File: src/rtl/cordic_pipeline_param.sv
`timescale 1ns/1ps
`default_nettype none
// ============================================================================
//  Module      : cordic_pipeline_param
//  Description : Fully pipelined CORDIC engine, per-sample rotation/vectoring
//                mode, 90-degree pre-rotation and valid/ready backpressure.
//  Revision    : 1.0 - initial release
// ============================================================================
module cordic_pipeline_param #(
    parameter int WIDTH     = 16,
    parameter int ANG_WIDTH = 16,
    parameter int STAGES    = 16
) (
    input  logic                        clk,
    input  logic                        rst_n,
    input  logic                        in_valid,
    output logic                        in_ready,
    input  logic                        in_mode,
    input  logic signed [WIDTH-1:0]     x_in,
    input  logic signed [WIDTH-1:0]     y_in,
    input  logic signed [ANG_WIDTH-1:0] z_in,
    output logic                        out_valid,
    input  logic                        out_ready,
    output logic                        out_mode,
    output logic signed [WIDTH+1:0]     x_out,
    output logic signed [WIDTH+1:0]     y_out,
    output logic signed [ANG_WIDTH-1:0] z_out
);

    localparam int c_XW = WIDTH + 2;
    localparam logic [ANG_WIDTH-1:0] c_Q90 = {2'b01, {(ANG_WIDTH-2){1'b0}}};

    // atan(2^-i) / (2*pi) * 2^32
    function automatic logic [31:0] atan_raw(input int i);
        logic [31:0] t;
        case (i)
            0:  t = 32'h2000_0000;
            1:  t = 32'h12E4_051E;
            2:  t = 32'h09FB_385B;
            3:  t = 32'h0511_11D4;
            4:  t = 32'h028B_0D43;
            5:  t = 32'h0145_D7E1;
            6:  t = 32'h00A2_F61E;
            7:  t = 32'h0051_7C55;
            8:  t = 32'h0028_BE53;
            9:  t = 32'h0014_5F2F;
            10: t = 32'h000A_2F98;
            11: t = 32'h0005_17CC;
            12: t = 32'h0002_8BE6;
            13: t = 32'h0001_45F3;
            14: t = 32'h0000_A2FA;
            15: t = 32'h0000_517D;
            16: t = 32'h0000_28BE;
            17: t = 32'h0000_145F;
            18: t = 32'h0000_0A30;
            19: t = 32'h0000_0518;
            20: t = 32'h0000_028C;
            21: t = 32'h0000_0146;
            22: t = 32'h0000_00A3;
            23: t = 32'h0000_0051;
            default: t = 32'h0000_0000;
        endcase
        return t;
    endfunction

    // Scale to ANG_WIDTH bits: (t * 2^ANG_WIDTH + 2^31) >> 32 gives round-half-up.
    function automatic logic [ANG_WIDTH-1:0] atan_ang(input int i);
        logic [63:0] r;
        r = {32'd0, atan_raw(i)} << ANG_WIDTH;
        r = r + 64'h0000_0000_8000_0000;
        return r[32 +: ANG_WIDTH];
    endfunction

    logic signed [c_XW-1:0]      x_q [STAGES+1];
    logic signed [c_XW-1:0]      y_q [STAGES+1];
    logic signed [ANG_WIDTH-1:0] z_q [STAGES+1];
    logic signed [c_XW-1:0]      x_d [STAGES+1];
    logic signed [c_XW-1:0]      y_d [STAGES+1];
    logic signed [ANG_WIDTH-1:0] z_d [STAGES+1];
    logic [STAGES:0]             v_q, v_d, m_q, m_d;

    logic signed [c_XW-1:0]      xs, ys;
    logic                        advance;

    assign xs       = {{2{x_in[WIDTH-1]}}, x_in};
    assign ys       = {{2{y_in[WIDTH-1]}}, y_in};
    assign advance  = !v_q[STAGES] || out_ready;
    assign in_ready = advance;

    always_comb begin
        x_d[0] = xs;
        y_d[0] = ys;
        z_d[0] = z_in;
        v_d    = {v_q[STAGES-1:0], in_valid};
        m_d    = {m_q[STAGES-1:0], in_mode};

        // Fold the input into the +-90 degree convergence range of the stages.
        if (!in_mode) begin
            if (z_in[ANG_WIDTH-1:ANG_WIDTH-2] == 2'b01) begin
                x_d[0] = -ys;
                y_d[0] = xs;
                z_d[0] = z_in - c_Q90;
            end else if (z_in[ANG_WIDTH-1:ANG_WIDTH-2] == 2'b10) begin
                x_d[0] = ys;
                y_d[0] = -xs;
                z_d[0] = z_in + c_Q90;
            end
        end else if (xs[c_XW-1]) begin
            if (!ys[c_XW-1]) begin
                x_d[0] = ys;
                y_d[0] = -xs;
                z_d[0] = z_in + c_Q90;
            end else begin
                x_d[0] = -ys;
                y_d[0] = xs;
                z_d[0] = z_in - c_Q90;
            end
        end

        for (int i = 0; i < STAGES; i++) begin
            if (m_q[i] ? y_q[i][c_XW-1] : !z_q[i][ANG_WIDTH-1]) begin
                x_d[i+1] = x_q[i] - (y_q[i] >>> i);
                y_d[i+1] = y_q[i] + (x_q[i] >>> i);
                z_d[i+1] = z_q[i] - atan_ang(i);
            end else begin
                x_d[i+1] = x_q[i] + (y_q[i] >>> i);
                y_d[i+1] = y_q[i] - (x_q[i] >>> i);
                z_d[i+1] = z_q[i] + atan_ang(i);
            end
        end
    end

    always_ff @(posedge clk or negedge rst_n) begin
        if (!rst_n) begin
            for (int k = 0; k <= STAGES; k++) begin
                x_q[k] <= '0;
                y_q[k] <= '0;
                z_q[k] <= '0;
            end
            v_q <= '0;
            m_q <= '0;
        end else if (advance) begin
            x_q <= x_d;
            y_q <= y_d;
            z_q <= z_d;
            v_q <= v_d;
            m_q <= m_d;
        end
    end

    assign out_valid = v_q[STAGES];
    assign out_mode  = m_q[STAGES];
    assign x_out     = x_q[STAGES];
    assign y_out     = y_q[STAGES];
    assign z_out     = z_q[STAGES];

endmodule
`default_nettype wire
File: config.mk
export PLATFORM = sky130hd
export DESIGN_NAME = cordic_pipeline_param
export DESIGN_NICKNAME = d
export VERILOG_FILES = /design/src/rtl/cordic_pipeline_param.sv
export SDC_FILE = /design/constraint.sdc
export NUM_CORES = 2
export LEC_CHECK = 0
export CAP_MARGIN = 5
export CORE_UTILIZATION = 55
export DETAILED_ROUTE_END_ITERATION = 6
export DONT_BUFFER_PORTS = 1
export GPL_TIMING_DRIVEN = 0
export PLACE_DENSITY = 0.72
export SLEW_MARGIN = 20
export SYNTH_ARGS = -nofsm -noshare
export SYNTH_HDL_FRONTEND = slang
export SYNTH_SLANG_ARGS = --single-unit
File: constraint.sdc
create_clock -name clk -period 12.55 [get_ports clk]
set_clock_uncertainty 0.05 [all_clocks]
set_input_delay 0.6275 -clock clk [delete_from_list [all_inputs] [get_ports clk]]
set_output_delay 0.6275 -clock clk [all_outputs]
set_load 0.01 [all_outputs]
==> parameters.txt <==
Parameter                              Value

Run status
  Outcome    finished, violations left
  Violations in the final reports    hold timing

Floorplanning
  Core area    135600 um2
  Effective utilization at floorplan    55.49%
  Number of ports placed on the die boundary    about 110
  Chip width    371.9 um
  Die Span Y    roughly 370 um
  Area enclosed by the die boundary    138300 um2
  Standard-cell rows    between 100 and 150

Critical path
  Arrival time of data at the critical path endpoint    5900 ps
  Largest stage delay on the critical path    1040 ps
  Critical path endpoint category    flop
  Cell type of the slowest stage on the worst timing path    a2111oi_0
  Cell-by-cell listing of the critical path    nor2_1 > a21oi_2 > buf_6 > inv_1 > clkbuf_1 > buf_1 > a21oi_1 > xor2_1 > ha_1 > a2111oi_0 > o21ai_0 > nand3_1 > a31oi_1 > o21ai_0 > a21oi_1 > a21oi_1 > xor2_1 > o21ai_1
  Sort of element at the start of the critical path    flop
  Critical path data required time    13100 ps
  Crit-path max FO    10
  Category of the critical setup timing path    flop to flop
  Crit path buffers/inverters    4
  Family of cells with the greatest summed delay on the critical path    compound AO/OA/AOI/OAI gates
  Cell seen most often among critical-path stages    a21oi_1

Global routing
  Via count of the first global-routing pass    67220
  Wire length of the first global-routing pass    393.9 mm
  Overall fraction of global-route tracks in use    between 30 and 40%
  Number of antenna violations at the first check in global routing    13
  GRT met1 Usage    a little under half
  Global route hottest layer    met2
  Met2 track utilization from global routing    58.48%
  Global routing usage on met3    6.520%
  Maximum number of pins on one net before global-route repair    918
  GRT Residual Overflow    0

STA
  Time the final worst path needs with I/O delays and setup    5345 ps
  Setup TNS    0 ps
  Max-slew violations    0
  Slew at the pin closest to its max-slew limit    1204 ps
  Slew HR    17.68%
  FMAX    roughly 190 MHz
  Total of endpoints with negative setup slack in the final report    0
  Final hold violation count    29
  Unrepaired setup endpoints after global routing    no
  Hold slack final    -110.8 ps
  Ratio of final minimum period to clock period    roughly 43%

Synth
  Post-synthesis cell count    9184
  Share of flip-flops with an asynchronous set or reset after synthesis    100.0%
  Seq/Total Area, Yosys    30.49%
  Synthesis warning total    0
  Most used standard cell by instance count after synthesis    nand2_1
  Netlist Area Pre-Place    75270 um2
  Synth area leaders    dfrtp_1, ha_1, a21oi_1
  Yosys top cell area share    30.49%
  Syn Area/Cell    slightly above 8 um2
  Unique cell type count in the Yosys netlist    94
  Primary flip-flop cell chosen by synthesis mapping    dfrtp_1
  Synthesized net count    a little over 10000
  Count of state elements after synthesis    917
  Most frequent cells after synthesis    nand2_1, a21oi_1, nor2_1
  Post-synth EDFFs    0
  Largest area contributor in the netlist    dfrtp_1

Clocking
  CTS Buffer Depth    3
  Root buffer cell    clkbuf_16
  Worst-Skew Late Latency    between 700 and 800 ps
  Clock sinks    917
  H-Tree Level Count    3
  Clk pin slew, worst setup/hold paths    roughly 60 ps
  CTS tree    yes
  Number of setup buffers added after CTS    0
  Clock buffer count from CTS    108
  Post-cts repair resize count    0

Routing
  Ratio of routed vias to standard cells    between 6 and 7
  DRC violation count after routing    0
  Antenna-violating nets left    0
  Drt first-iter violations    roughly 6400
  Number of detailed-routing iterations run before antenna repair    6
  Total wire length    between 200 and 300 mm
  Wire length per cell    23.13 um
  Routed vias    slightly below 70000

Place
  Area after detailed placement    77820 um2
  Weighted congestion at the end of routability-driven global placement    0.9709
  Final HPWL from detailed placement    197.0 mm
  Buffers added on ports    0

Layout
  Final core utilization    about 61%
  Area growth, synth to finish    9.095%
  Layout cell share with drive strength beyond 1    4.574%
  Filler cell count in the final layout    12250
  Final net count    10260
  Area of all placed cells without fillers    82110 um2

Min path
  Path class of the lowest-slack min-delay path    primary input to async pin

Run
  Count of max-cap constraint violations    0
## worst reg2reg max path, delay by kind of cell, from the launching register on
kind	cells	cell delay, ps
compound gates	9	2900
flops	1	420
simple gates	2	340
fa+ha+maj	1	300
xor+xnor	2	340
buf+inv	4	840
## kinds of logic after synthesis
kind of cell	Yosys count	share of synthesized area, %
and+or+nand+nor	2961	17.36
AOI/OAI and AO/OA	2696	21.61
DFF	917	30.49
xor gates and xnor gates	904	10.52
adders and majority gates	875	15.02
buffers and inverters	766	4.108
muxes	65	0.8960
## layer usage
layer	up-vias	routed length (um)
met2	2578	114600
met1	33550	106900
met5	-	41
met3	753	19170
met4	6	18720
li1	32590	-
## per-stage QoR
| step | worst slack [ps] | cells |
|---|---|---|
| finish | 7205 | 11220 |
| global route | 6968 | 11200 |
| CTS | 7319 | 11190 |
| detailed placement | 7362 | 10980 |
| global placement | 6629 | 10970 |
| floorplan | 8403 | 9184 |
## final timing paths
| check | start | slack, ps | cells past startpoint | endpoint |
|---|---|---|---|---|
| max in group asynchronous | rst_n | 9380 | 5 | y_q[181] |
| min | rst_n | -110 | 1 | z_q[55] |
| min in group clk | z_in[14] | 40 | 2 | z_q[270] |
| max | m_q[6] | 7200 | 18 | y_q[178] |
| min reg2reg | v_q[8] | 420 | 2 | v_q[8] |
| max reg2reg | m_q[6] | 7200 | 18 | y_q[178] |
## placed cells by master, fill, tap and decap left out, types with 262 or more instances in the layout
cell      netlist  routed
nand2_1      1159    1159
a21oi_1      1068    1066
nor2_1        928     928
dfrtp_1       917     917
ha_1          827     827
o21ai_0       578     578
xnor2_1       496     496
xor2_1        408     408
inv_1         364     364
clkbuf_1      295     262
## cell type report
cell class / instances / area (um2) / share of cell area (%)
diodes: 13 / 32.53 / 0.03962
plain buffers: 395 / 1765 / 2.150
clock buffers: 145 / 3113 / 3.791
clock inverters: 56 / 773.2 / 0.9417
inverters: 371 / 1393 / 1.696
multi-input cells: 7501 / 49240 / 59.96
flip-flops and latches: 917 / 22950 / 27.95
well taps: 1781 / 2228 / 2.714
repair buffers: 37 / 624.3 / 0.7603
## state kept, by name (all words and copies together), names as in the netlist
| register | count |
|---|---|
| y_q | 288 |
| z_out | 16 |
| v_q | 17 |
| y_out | 18 |
| x_out | 18 |
| z_q | 256 |
| m_q | 17 |
| x_q | 287 |
## timing repair
item                                   in CTS  in global routing
endpoints found under the hold margin     934                137
setup endpoints to repair                   0                  0
hold buffers                               17                  2
Power is left out: the tool's default activity adds up to more than one toggle a clock period on the data nets, which glitch-free logic cannot reach.
